--- src/rtl/transmitter.sv ---
// transmitter
//   UART transmit stage. Pops bytes from the transmit FIFO and sends each one
//   as an 8N1 or 8N2 frame on TX_PIN, LSB first. The bit period is CPB clocks,
//   taken from the receiver's autobaud. Nothing is sent while CPB is 0.
//
// Ports
//   CLK      system clock, all logic on posedge
//   RESETn   asynchronous active-low reset
//   CPB      clocks per bit from the receiver, 0 = baud not yet known
//   RDDATA   FIFO read data, valid the cycle after an RDEN cycle
//   RDEN     FIFO pop strobe, one cycle per byte
//   RDEMPTY  FIFO empty flag
//   TX_PIN   serial output, idle high, registered
//   BUSY     high while a frame is in progress
//
// state | meaning
// ------+---------------------------------------------------------------
// IDLE  | line high, waiting for a byte and a known baud rate
// FETCH | popped byte arrives: load shift reg, latch CPB, drive start bit
// START | start bit (low) held for cpb_l clocks
// DATA  | eight data bits, cpb_l clocks each, LSB first
// STOP  | line high for STOP_BITS * cpb_l clocks
module transmitter #(
   parameter int CPB_WIDTH = 12,
   parameter int STOP_BITS = 1
) (
   input  logic                 CLK,
   input  logic                 RESETn,
   input  logic [CPB_WIDTH-1:0] CPB,
   input  logic [7:0]           RDDATA,
   output logic                 RDEN,
   input  logic                 RDEMPTY,
   output logic                 TX_PIN,
   output logic                 BUSY
);

   // One extra bit so the stop period of two bit times always fits.
   localparam int CW = CPB_WIDTH + 1;

   typedef enum logic [2:0] {
      IDLE  = 3'd0,
      FETCH = 3'd1,
      START = 3'd2,
      DATA  = 3'd3,
      STOP  = 3'd4
   } state_t;

   state_t               state;
   logic [CW-1:0]        ctr;
   logic [CPB_WIDTH-1:0] cpb_l;
   logic [7:0]           sr;
   logic [2:0]           bcnt;

   logic [CW-1:0]        bit_last;
   logic [CW-1:0]        stop_last;

   // cpb_l is never 0 outside IDLE/FETCH, so these never underflow where used.
   assign bit_last  = {1'b0, cpb_l} - CW'(1);
   assign stop_last = (CW'(STOP_BITS) * {1'b0, cpb_l}) - CW'(1);

   // Pop is combinational so the byte is on RDDATA exactly in FETCH.
   assign RDEN = RESETn & (state == IDLE) & ~RDEMPTY & (CPB != '0);
   assign BUSY = (state != IDLE);

   always_ff @(posedge CLK or negedge RESETn) begin
      if (!RESETn) begin
         state  <= IDLE;
         TX_PIN <= 1'b1;
         ctr    <= '0;
         cpb_l  <= '0;
         sr     <= '0;
         bcnt   <= '0;
      end else begin
         case (state)
            IDLE: begin
               TX_PIN <= 1'b1;
               if (RDEN) state <= FETCH;
            end

            FETCH: begin
               sr     <= RDDATA;
               cpb_l  <= CPB;
               ctr    <= '0;
               TX_PIN <= 1'b0;
               state  <= START;
            end

            START: begin
               if (ctr == bit_last) begin
                  ctr    <= '0;
                  TX_PIN <= sr[0];
                  bcnt   <= '0;
                  state  <= DATA;
               end else begin
                  ctr <= ctr + CW'(1);
               end
            end

            DATA: begin
               if (ctr == bit_last) begin
                  ctr <= '0;
                  if (bcnt == 3'd7) begin
                     TX_PIN <= 1'b1;
                     state  <= STOP;
                  end else begin
                     // sr[1] is the next bit before the shift takes effect.
                     sr     <= {1'b0, sr[7:1]};
                     TX_PIN <= sr[1];
                     bcnt   <= bcnt + 3'd1;
                  end
               end else begin
                  ctr <= ctr + CW'(1);
               end
            end

            STOP: begin
               TX_PIN <= 1'b1;
               if (ctr == stop_last) begin
                  ctr   <= '0;
                  state <= IDLE;
               end else begin
                  ctr <= ctr + CW'(1);
               end
            end

            default: begin
               TX_PIN <= 1'b1;
               state  <= IDLE;
            end
         endcase
      end
   end

endmodule
--- config.mk ---
export PLATFORM = sky130hd
export DESIGN_NAME = transmitter
export DESIGN_NICKNAME = d
export VERILOG_FILES = /design/src/rtl/transmitter.sv
export SDC_FILE = /design/constraint.sdc
export NUM_CORES = 1
export LEC_CHECK = 0
export ABC_AREA = 1
export BUFFER_PORTS_ARGS = -buffer_cell sky130_fd_sc_hd__buf_2
export CAP_MARGIN = 0
export CORE_ASPECT_RATIO = 1.1
export CORE_UTILIZATION = 45
export CTS_BUF_LIST = sky130_fd_sc_hd__clkbuf_2 sky130_fd_sc_hd__clkbuf_4 sky130_fd_sc_hd__clkbuf_8
export DETAILED_ROUTE_END_ITERATION = 10
export PLACE_DENSITY_LB_ADDON = 0.25
export REMOVE_ABC_BUFFERS = 1
export SLEW_MARGIN = 20
export SYNTH_ARGS = -nofsm -noshare
export SYNTH_HDL_FRONTEND = slang
export SYNTH_SLANG_ARGS = --single-unit
--- constraint.sdc ---
create_clock -name CLK -period 4.3 [get_ports CLK]
set_input_delay 0 -clock CLK [delete_from_list [all_inputs] [get_ports CLK]]
set_output_delay 0 -clock CLK [all_outputs]
set_load 0.1 [all_outputs]
======== After elaboration in Yosys (flattened, before gate mapping) ========
Index checks and enable logic that the tools add are counted.
word-level totals
  input bits .............................. 23
  register bits ........................... 40
  output and inout port bits .............. 3
  logic and storage cells ................. 54
operators by class
  bitwise logic cells ..................... 4
  $add $sub $neg .......................... 3
  muxes and demuxes ....................... 18
  equal/unequal tests ..................... 12
  reduce and logical (&&, ||, !) cells .... 11
operators with widths
  kind                                                                    count
  13-bit one-hot mux with 2 select lines                                  1
  3-bit 2-to-1 mux                                                        7
  8-bit 2-to-1 mux                                                        2
  8-bit one-hot mux with 2 select lines                                   1
  3-bit one-hot mux with 5 select lines                                   1
  13-bit by 1-bit adder with 13-bit output (second input constant)        1
  13-bit equality test                                                    1
  13-bit 2-to-1 mux                                                       1
  12-bit by 1-bit subtractor with 13-bit output (second input constant)   1
  2-bit != test (second input constant)                                   6
  12-bit nonzero test                                                     1
  3-bit by 2-bit equality test with 1-bit output (second input constant)  2
  3-bit equality test (second input constant)                             2
  3-bit one-hot mux with 2 select lines                                   1
  2-bit nonzero test                                                      3
  5-bit AND reduction                                                     1
  4-bit AND reduction                                                     1
  3-bit by 1-bit adder with 3-bit output (second input constant)          1
  1-bit AND                                                               3
  3-bit by 1-bit equality test with 1-bit output (second input constant)  1
  3-bit zero test                                                         1
  1-bit 2-to-1 mux                                                        3
  1-bit one-hot mux with 3 select lines                                   1
  3-bit AND reduction                                                     1
  4 further kinds                                                         4

======== Longest topological paths before layout ========
Gate-level depths: netlist of the first run.
  depth in word-level cells ............... 6
  depth in mapped cells ................... 16
  mapped depth without buffers ............ 16

======== Worst setup path before layout of the first run ========
Ideal clock, no wire load.
  path kind ............................... flip-flop to flip-flop
  start point ............................. register cpb_l[0]
  end point ............................... register sr[0]
  path slack .............................. 2.416 ns
  library setup time ...................... 0.118 ns
  path buffers ............................ 0
  data arrival time ....................... 1.766 ns
  period minus slack after synthesis ...... 1.884 ns
  cell stages (with the launch flop) ...... 16
  required time ........................... 4.182 ns
  cells stage by stage .................... dfrtp_1 -> inv_1 -> ha_1 -> inv_1 -> nor2_1 -> nand3_1 -> nor2_1 -> nor2_1 -> inv_1 -> nand3_1 -> nor2_2 -> nand3_4 -> nand2_4 -> nand2_4 -> nand2_1 -> nand2_1
on the way
  longest elaborated chain between the ends .. 4
RTL lines
  what                                           line  RTL
  start, declared                                50    logic [CPB_WIDTH-1:0] cpb_l;
  start signal, assigned                         70    cpb_l <= '0;
  start signal, assigned                         82    cpb_l <= CPB;
  12-bit by 1-bit subtractor with 13-bit output  58    assign bit_last = {1'b0, cpb_l} - CW'(1);
  13-bit equality test                           100   if (ctr == bit_last) begin
  2-bit != test (no line)                        n/a
  3-bit AND reduction (no line)                  n/a
  end signal, assigned                           107   sr <= {1'b0, sr[7:1]};
  end, declared                                  51    logic [7:0] sr;
No other way between the ends.
A chain may end at the register's enable or synchronous reset.

======== Worst setup path after layout of the first run ========
  start point ............................. register cpb_l[0]
  end point ............................... register state[1]
on the way
  longest elaborated chain between the ends .. 4
  elaborated cells on any way between the ends .. 6
  classes of those cells .................. add/sub (1); eq/ne (4); reduce/logical (1)
RTL lines
  what                                               line          RTL
  12-bit by 1-bit subtractor with 13-bit output (*)  58, 59
  13-bit equality test (*)                           89, 100, 118
  2-bit != test (no line)                            n/a
  5-bit AND reduction (no line) (*)                  n/a
  end signal, assigned                               93            state <= DATA;
  end signal, assigned                               104           state <= STOP;
  end signal, assigned                               120           state <= IDLE;
  end, declared                                      48            state_t state;
Every way passes the cells marked *; elsewhere a longest branch is shown, timed or not.

==> results of run 1 <==
-- worst max-delay path: cells and delay by family (launching register included) --
family / cells / cell delay, ps
adders and majority gates: 1 / 190
buffers and inverters: 2 / 180
DFF: 1 / 400
and+or+nand+nor: 12 / 1350
-- sequential cells by signal, indices dropped and copies added (netlist names) --
name	cells
cpb_l	12
state	3
sr	8
TX_PIN	1
bcnt	3
ctr	13
-- logic make-up after synthesis --
kind of cell,synth area share (%)
AND/OR/NAND/NOR,39.9
AO/OA/AOI/OAI,6.42
adder cells (fa/ha/maj),1.94
buffers and inverters,8.07
XOR/XNOR,4.76
flip-flops,38.9
-- synth_stat cells, types with 3 or more instances --
master and number:
nand2_1 150, inv_1 48, dfrtp_1 39, nand3_1 33
nor2_1 29, o21ai_0 18, o22ai_1 9, xor2_1 9
xnor2_1 5, ha_1 4, nor2_2 4, nand2_2 3
nand4_1 3, nor2_4 3, nor3_1 3
-- worst paths after layout --
check,start,endpoint,slack (ps)
setup / recovery,cpb_l[0],state[1],2070
hold / removal,RDDATA[1],sr[1],20
setup reg to reg,cpb_l[0],state[1],2070
hold reg to reg,sr[5],sr[5],480
max in group asynchronous,RESETn,TX_PIN,3630
min in group asynchronous,RESETn,sr[7],290
-- power by group --
part / leakage [nW] / switching, mW / total, mW / internal (mW)
Combinational: 1.03 / 0.0160 / 0.0336 / 0.0176
Clock: 0.0645 / 0.141 / 0.346 / 0.205
Sequential: 0.431 / 0 / 0.376 / 0.376
Total: 1.53 / 0.157 / 0.756 / 0.598
-- cell type report --
| type | count | area share [%] |
|---|---|---|
| Clock buffer | 7 | 3.16 |
| Sequential cell | 40 | 32.9 |
| Clock inverter | 1 | 0.984 |
| Timing Repair Buffer | 41 | 9.19 |
| Inverter | 49 | 6.03 |
| Multi-Input combinational cell | 284 | 44.7 |
| Tap cell | 75 | 3.08 |
-- what timing repair did --
item / CTS / global route
buffers inserted: 0 / 0
hold endpoints to repair: 52 / 0
hold buffers: 14 / 0
gates resized for setup: 0 / 0
-- metal layers --
metal  vias up  global-route usage [%]  wire, µm
met4         0                    9.23       121
li1       1270                       -         -
met5         -                       0         0
met3        13                    3.72       176
met2        47                    40.1      3200
met1      1146                    28.9      2710
-- through the flow --
step	power (mW)	util, %	worst slack, ps
CTS	0.756	56.2	2070
finish	0.756	56.2	2070
global placement	0.407	51.3	2150
detailed placement	0.407	51.3	2090
floorplan	0.387	-	2330
global route	0.776	56.2	1790
==> summary.txt, run 1 <==
Layout
  – Finished layout cell area: 3050 µm²
  – Antenna diodes: 0
  – Commonest non-fill, non-tap cell in the layout: nand2_1
  – Most frequent cells in the layout: nand2_1, inv_1, dfrtp_1
  – Layout cells sized above 1: 12.1%
  – FF+latch area: 1000 µm²
  – Area grow syn2layout: 18.5%
  – Non-Filler Instances: 497
  – Final Net Count: 448
  – Multi-input gate area: 1360 µm²
  – Fillers: 523

Timing
  – WHS: 19.7 ps
  – RSZ-0062 raised after global routing: false
  – Hold Fails Final Rpt: 0
  – Final setup viols: 0
  – Slew HR: 48.9%
  – Skew final: 8.80 ps
  – Crit share post-route: 52.0%
  – Final Max Slew Viols: 0
  – Crit path time final: 2230 ps
  – Worst-Margin Slew: 767 ps
  – Setup tns final: 0 ps
  – Fmax: 448 MHz

Die
  – Num ports: 26
  – Core Area: 5430 µm²
  – Initial Util: 47.4%
  – Die ar.: 6030 µm²
  – Rows: 28
  – Chip height: 81.3 µm
  – Die W: 74.1 µm

Logic synthesis
  – Synth unique cells: 28
  – Flops & latches, synth: 40
  – Leading area contributor after synthesis: dfrtp_1
  – Register area share after synthesis: 38.9%
  – Top post-synthesis cells by area: dfrtp_1, nand2_1, inv_1
  – Post-synth top area share: 37.9%
  – Post-synth EDFFs: 0
  – Mapped Area: 2570 µm²
  – Ys async rst share: 100%
  – Mean Syn Cell Area: 6.81 µm²
  – Ys flop type: dfrtp_1
  – Yosys warning total: 0
  – Synthesized instance count: 378

Clock tree
  – CTS tree: done
  – Root buffer cell: clkbuf_8
  – CTS buffer count: 5
  – Clk_lat worst skew: 310 ps
  – Max clock buf depth: 2
  – Clock sink count: 40
  – Clk slew on worst S/H paths: 90 ps
  – H-Tree Depth: 2

Place
  – Cells after DPL: 475
  – Port bufs: 25
  – Gpl congestion: 0.821
  – Placed inst area: 2780 µm²
  – Final HPWL DP: 4.58 mm

Power and ir drop
  – PwrDens: 248 nW/µm²
  – Pleak: 1.53 nW
  – Peak VDD IR: 0.173 mV

Global routing
  – Vias in the first global route: 2318
  – Largest net degree at the start of global routing: 42
  – First-pass GRT wire length: 10.5 mm
  – GRT Overall Usage: 23.3%
  – Gr ovfl total: 0
  – Initial antenna violation count: 0

Critical path
  – CP max FO: 15
  – Worst endpoint required time: 4500 ps
  – Critical path endpoint category: flop
  – Slowest stage delay, CP: 400 ps
  – Startpoint types: flop
  – Worst Path Arrival: 2430 ps
  – Critical path type: reg -> reg
  – R2R cell count: 15
  – Most used cell, CP: nor2_1
  – Worst path cell trace: inv_1 > ha_1 > inv_1 > nor2_1 > nand3_1 > nor2_1 > nor2_1 > nor2_1 > nand2_1 > nor2_1 > nand3_1 > nand2_2 > nand2_1 > nand2_1 > nand2_1
  – CP max stage cell: dfrtp_1

Route
  – TritonRoute pass-1 iters: 4
  – Residual DRC: 0
  – Via density: 4.98
  – Drt wl/cell: 12.5 µm
  – Routed via count: 2476
  – Iter 0 DRT Violations: 156
  – Antenna Nets Post-Route: 0
  – Drt total wl: 6.21 mm

Outcome
  – Status: completed

Worst hold path
  – Hold crit path type: in -> reg
  – Hold Path Depth: 5

Job
  – Total of max-cap violations: 0
No activity file was read; power rests on OpenSTA's default activity.
==> run 2, diff against run 1 <==
- clock period: 4.3 -> 1.97 ns (I/O delays scaled with it)
==> run 2 against run 1 <==
Compared with the run above:
- the flow now finishes with violations (negative setup slack)
- clock power grew 63%
- die area stayed put
- combinational power is 120% higher
- core utilization rose by 7.6 points
- via count rose by 1.1%
- cell count rose by 3.8%
- critical path depth stayed put
- sequential share of layout area is 3.8 points lower
- power up 93%
- maximum frequency up 13%
- routed wire length is 5.0% higher
- sequential power rose by 120%
==> summary.txt, run 2 (synthesis results as in run 1) <==
Timing
  – Setup tns final: -23.5 ps
  – RSZ-0062 raised after global routing: true
  – WHS: 23.9 ps
  – Hold Fails Final Rpt: 0
  – Worst-Margin Slew: 521 ps
  – Final setup margin: -9.05 ps
  – Fmax: 505 MHz
  – Final setup viols: 5
  – Slew HR: 65.2%
  – Crit share post-route: 100%
  – Final Max Slew Viols: 0
  – Crit path time final: 1980 ps
  – Skew final: 10.5 ps

Clock tree
  – Clk slew on worst S/H paths: 80 ps
  – Clock sink count: 40
  – CTS buffer count: 5
  – Root buffer cell: clkbuf_8
  – CTS tree: done
  – Clk_lat worst skew: 290 ps
  – H-Tree Depth: 2
  – Max clock buf depth: 2

Outcome
  – Status: finished, violations left
  – Failing checks: negative setup slack

Global routing
  – Vias in the first global route: 2303
  – Gr ovfl total: 0
  – Largest net degree at the start of global routing: 41
  – GRT Overall Usage: 22.4%
  – First-pass GRT wire length: 10.2 mm
  – Initial antenna violation count: 0

Place
  – Port bufs: 25
  – Placed inst area: 2850 µm²
  – Final HPWL DP: 4.57 mm
  – Gpl congestion: 0.896
  – Cells after DPL: 484

Job
  – Total of max-cap violations: 0

Route
  – Via density: 4.85
  – Residual DRC: 0
  – TritonRoute pass-1 iters: 4
  – Drt wl/cell: 12.6 µm
  – Routed via count: 2503
  – Antenna Nets Post-Route: 0
  – Iter 0 DRT Violations: 152
  – Drt total wl: 6.52 mm

Layout
  – Most flops, register: ctr
  – Non-Filler Instances: 516
  – Area grow syn2layout: 34.7%
  – Antenna diodes: 0
  – Commonest non-fill, non-tap cell in the layout: nand2_1
  – Biggest regs: ctr (13), cpb_l (12), sr (8)
  – Max FFs per register: 13
  – Final Net Count: 467
  – Fillers: 455
  – Layout cells sized above 1: 29.0%
  – Most frequent cells in the layout: nand2_1, inv_1, dfrtp_1
  – Finished layout cell area: 3470 µm²

Worst hold path
  – Hold crit path type: in -> reg

Power and ir drop
  – Pleak: 1.67 nW
  – Peak VDD IR: 0.410 mV
  – PwrDens: 421 nW/µm²

Die
  – Num ports: 26
  – Core Area: 5430 µm²
  – Chip height: 81.3 µm
  – Die W: 74.1 µm
  – Die ar.: 6030 µm²
  – Initial Util: 47.4%
  – Rows: 28

Critical path
  – Worst Path Arrival: 2160 ps
  – Critical path endpoint category: flop
  – Startpoint types: flop
  – Critical path type: reg -> reg
  – Worst endpoint required time: 2150 ps
  – CP max FO: 8
  – Flop2flop setup slack: -9 ps
## run 2: cell types whose count changed in the layout (fill, tap and decap cells not counted), moves of 9 or more
cell,before,now
nand2_1,150,129
nand2_2,3,19
buf_4,2,14
nor2_1,29,20
## run 2: power by group
part           total [mW]  internal, mW  switching, mW
clock network       0.564         0.280          0.284
registers           0.820         0.820              0
logic              0.0742        0.0385         0.0357
total                1.46          1.14          0.320
## run 2: what timing repair did
item | 4_1_cts | 5_1_grt
buffers inserted | 5 | 5
gates resized for setup | 8 | 76
hold endpoints to repair | 52 | 0
pin swaps | 13 | 22
hold buffers | 14 | 0
endpoints found under the setup margin | 17 | 26
## run 2: worst paths after layout
| check | from | endpoint | cells past startpoint |
|---|---|---|---|
| hold reg to reg | sr[5] | sr[5] | 2 |
| min in group asynchronous | RESETn | sr[7] | 3 |
| setup reg to reg | cpb_l[1] | sr[4] | 15 |
| setup / recovery | cpb_l[1] | sr[4] | 15 |
| max in group asynchronous | RESETn | cpb_l[4] | 3 |
| hold / removal | RDDATA[3] | sr[3] | 5 |
## run 2: layout make-up
class	instances	area, µm²	area share (%)
Clock buffer	6	82.6	2.38
Tap cell	75	93.8	2.71
Clock inverter	2	10.0	0.289
Sequential cell	40	1010	29.1
Inverter	49	186	5.38
Timing Repair Buffer	60	458	13.2
Multi-Input combinational cell	284	1630	47.0
## run 2: metal layers
metal | GRT usage, % | part of all wire, %
met3 | 3.10 | 2.2
met2 | 38.6 | 51
met5 | 0 | 0
met1 | 28.0 | 45
met4 | 9.23 | 1.8
## run 2: worst max-delay path, cell delays in order (launching register included)
cell	delay, ps
dfrtp_1	400
inv_2	80
ha_4	180
inv_4	40
nor2_4	120
nand3_2	90
nor2_2	100
nor2_1	60
inv_1	60
nand3_2	80
nor2_4	110
nand3_4	180
nand2_8	150
nand2_8	80
nand2_2	60
nand2_1	40
## run 2: through the flow
step | worst slack, ps | power (mW) | utilization [%]
final | -9.05 | 1.46 | 63.8
after detailed placement | -44.5 | 0.889 | 52.5
after floorplan | 0.499 | 0.844 | -
after global routing | -127 | 1.52 | 63.8
after CTS | -22.6 | 1.47 | 58.1
after global placement | -35.2 | 0.890 | 52.5
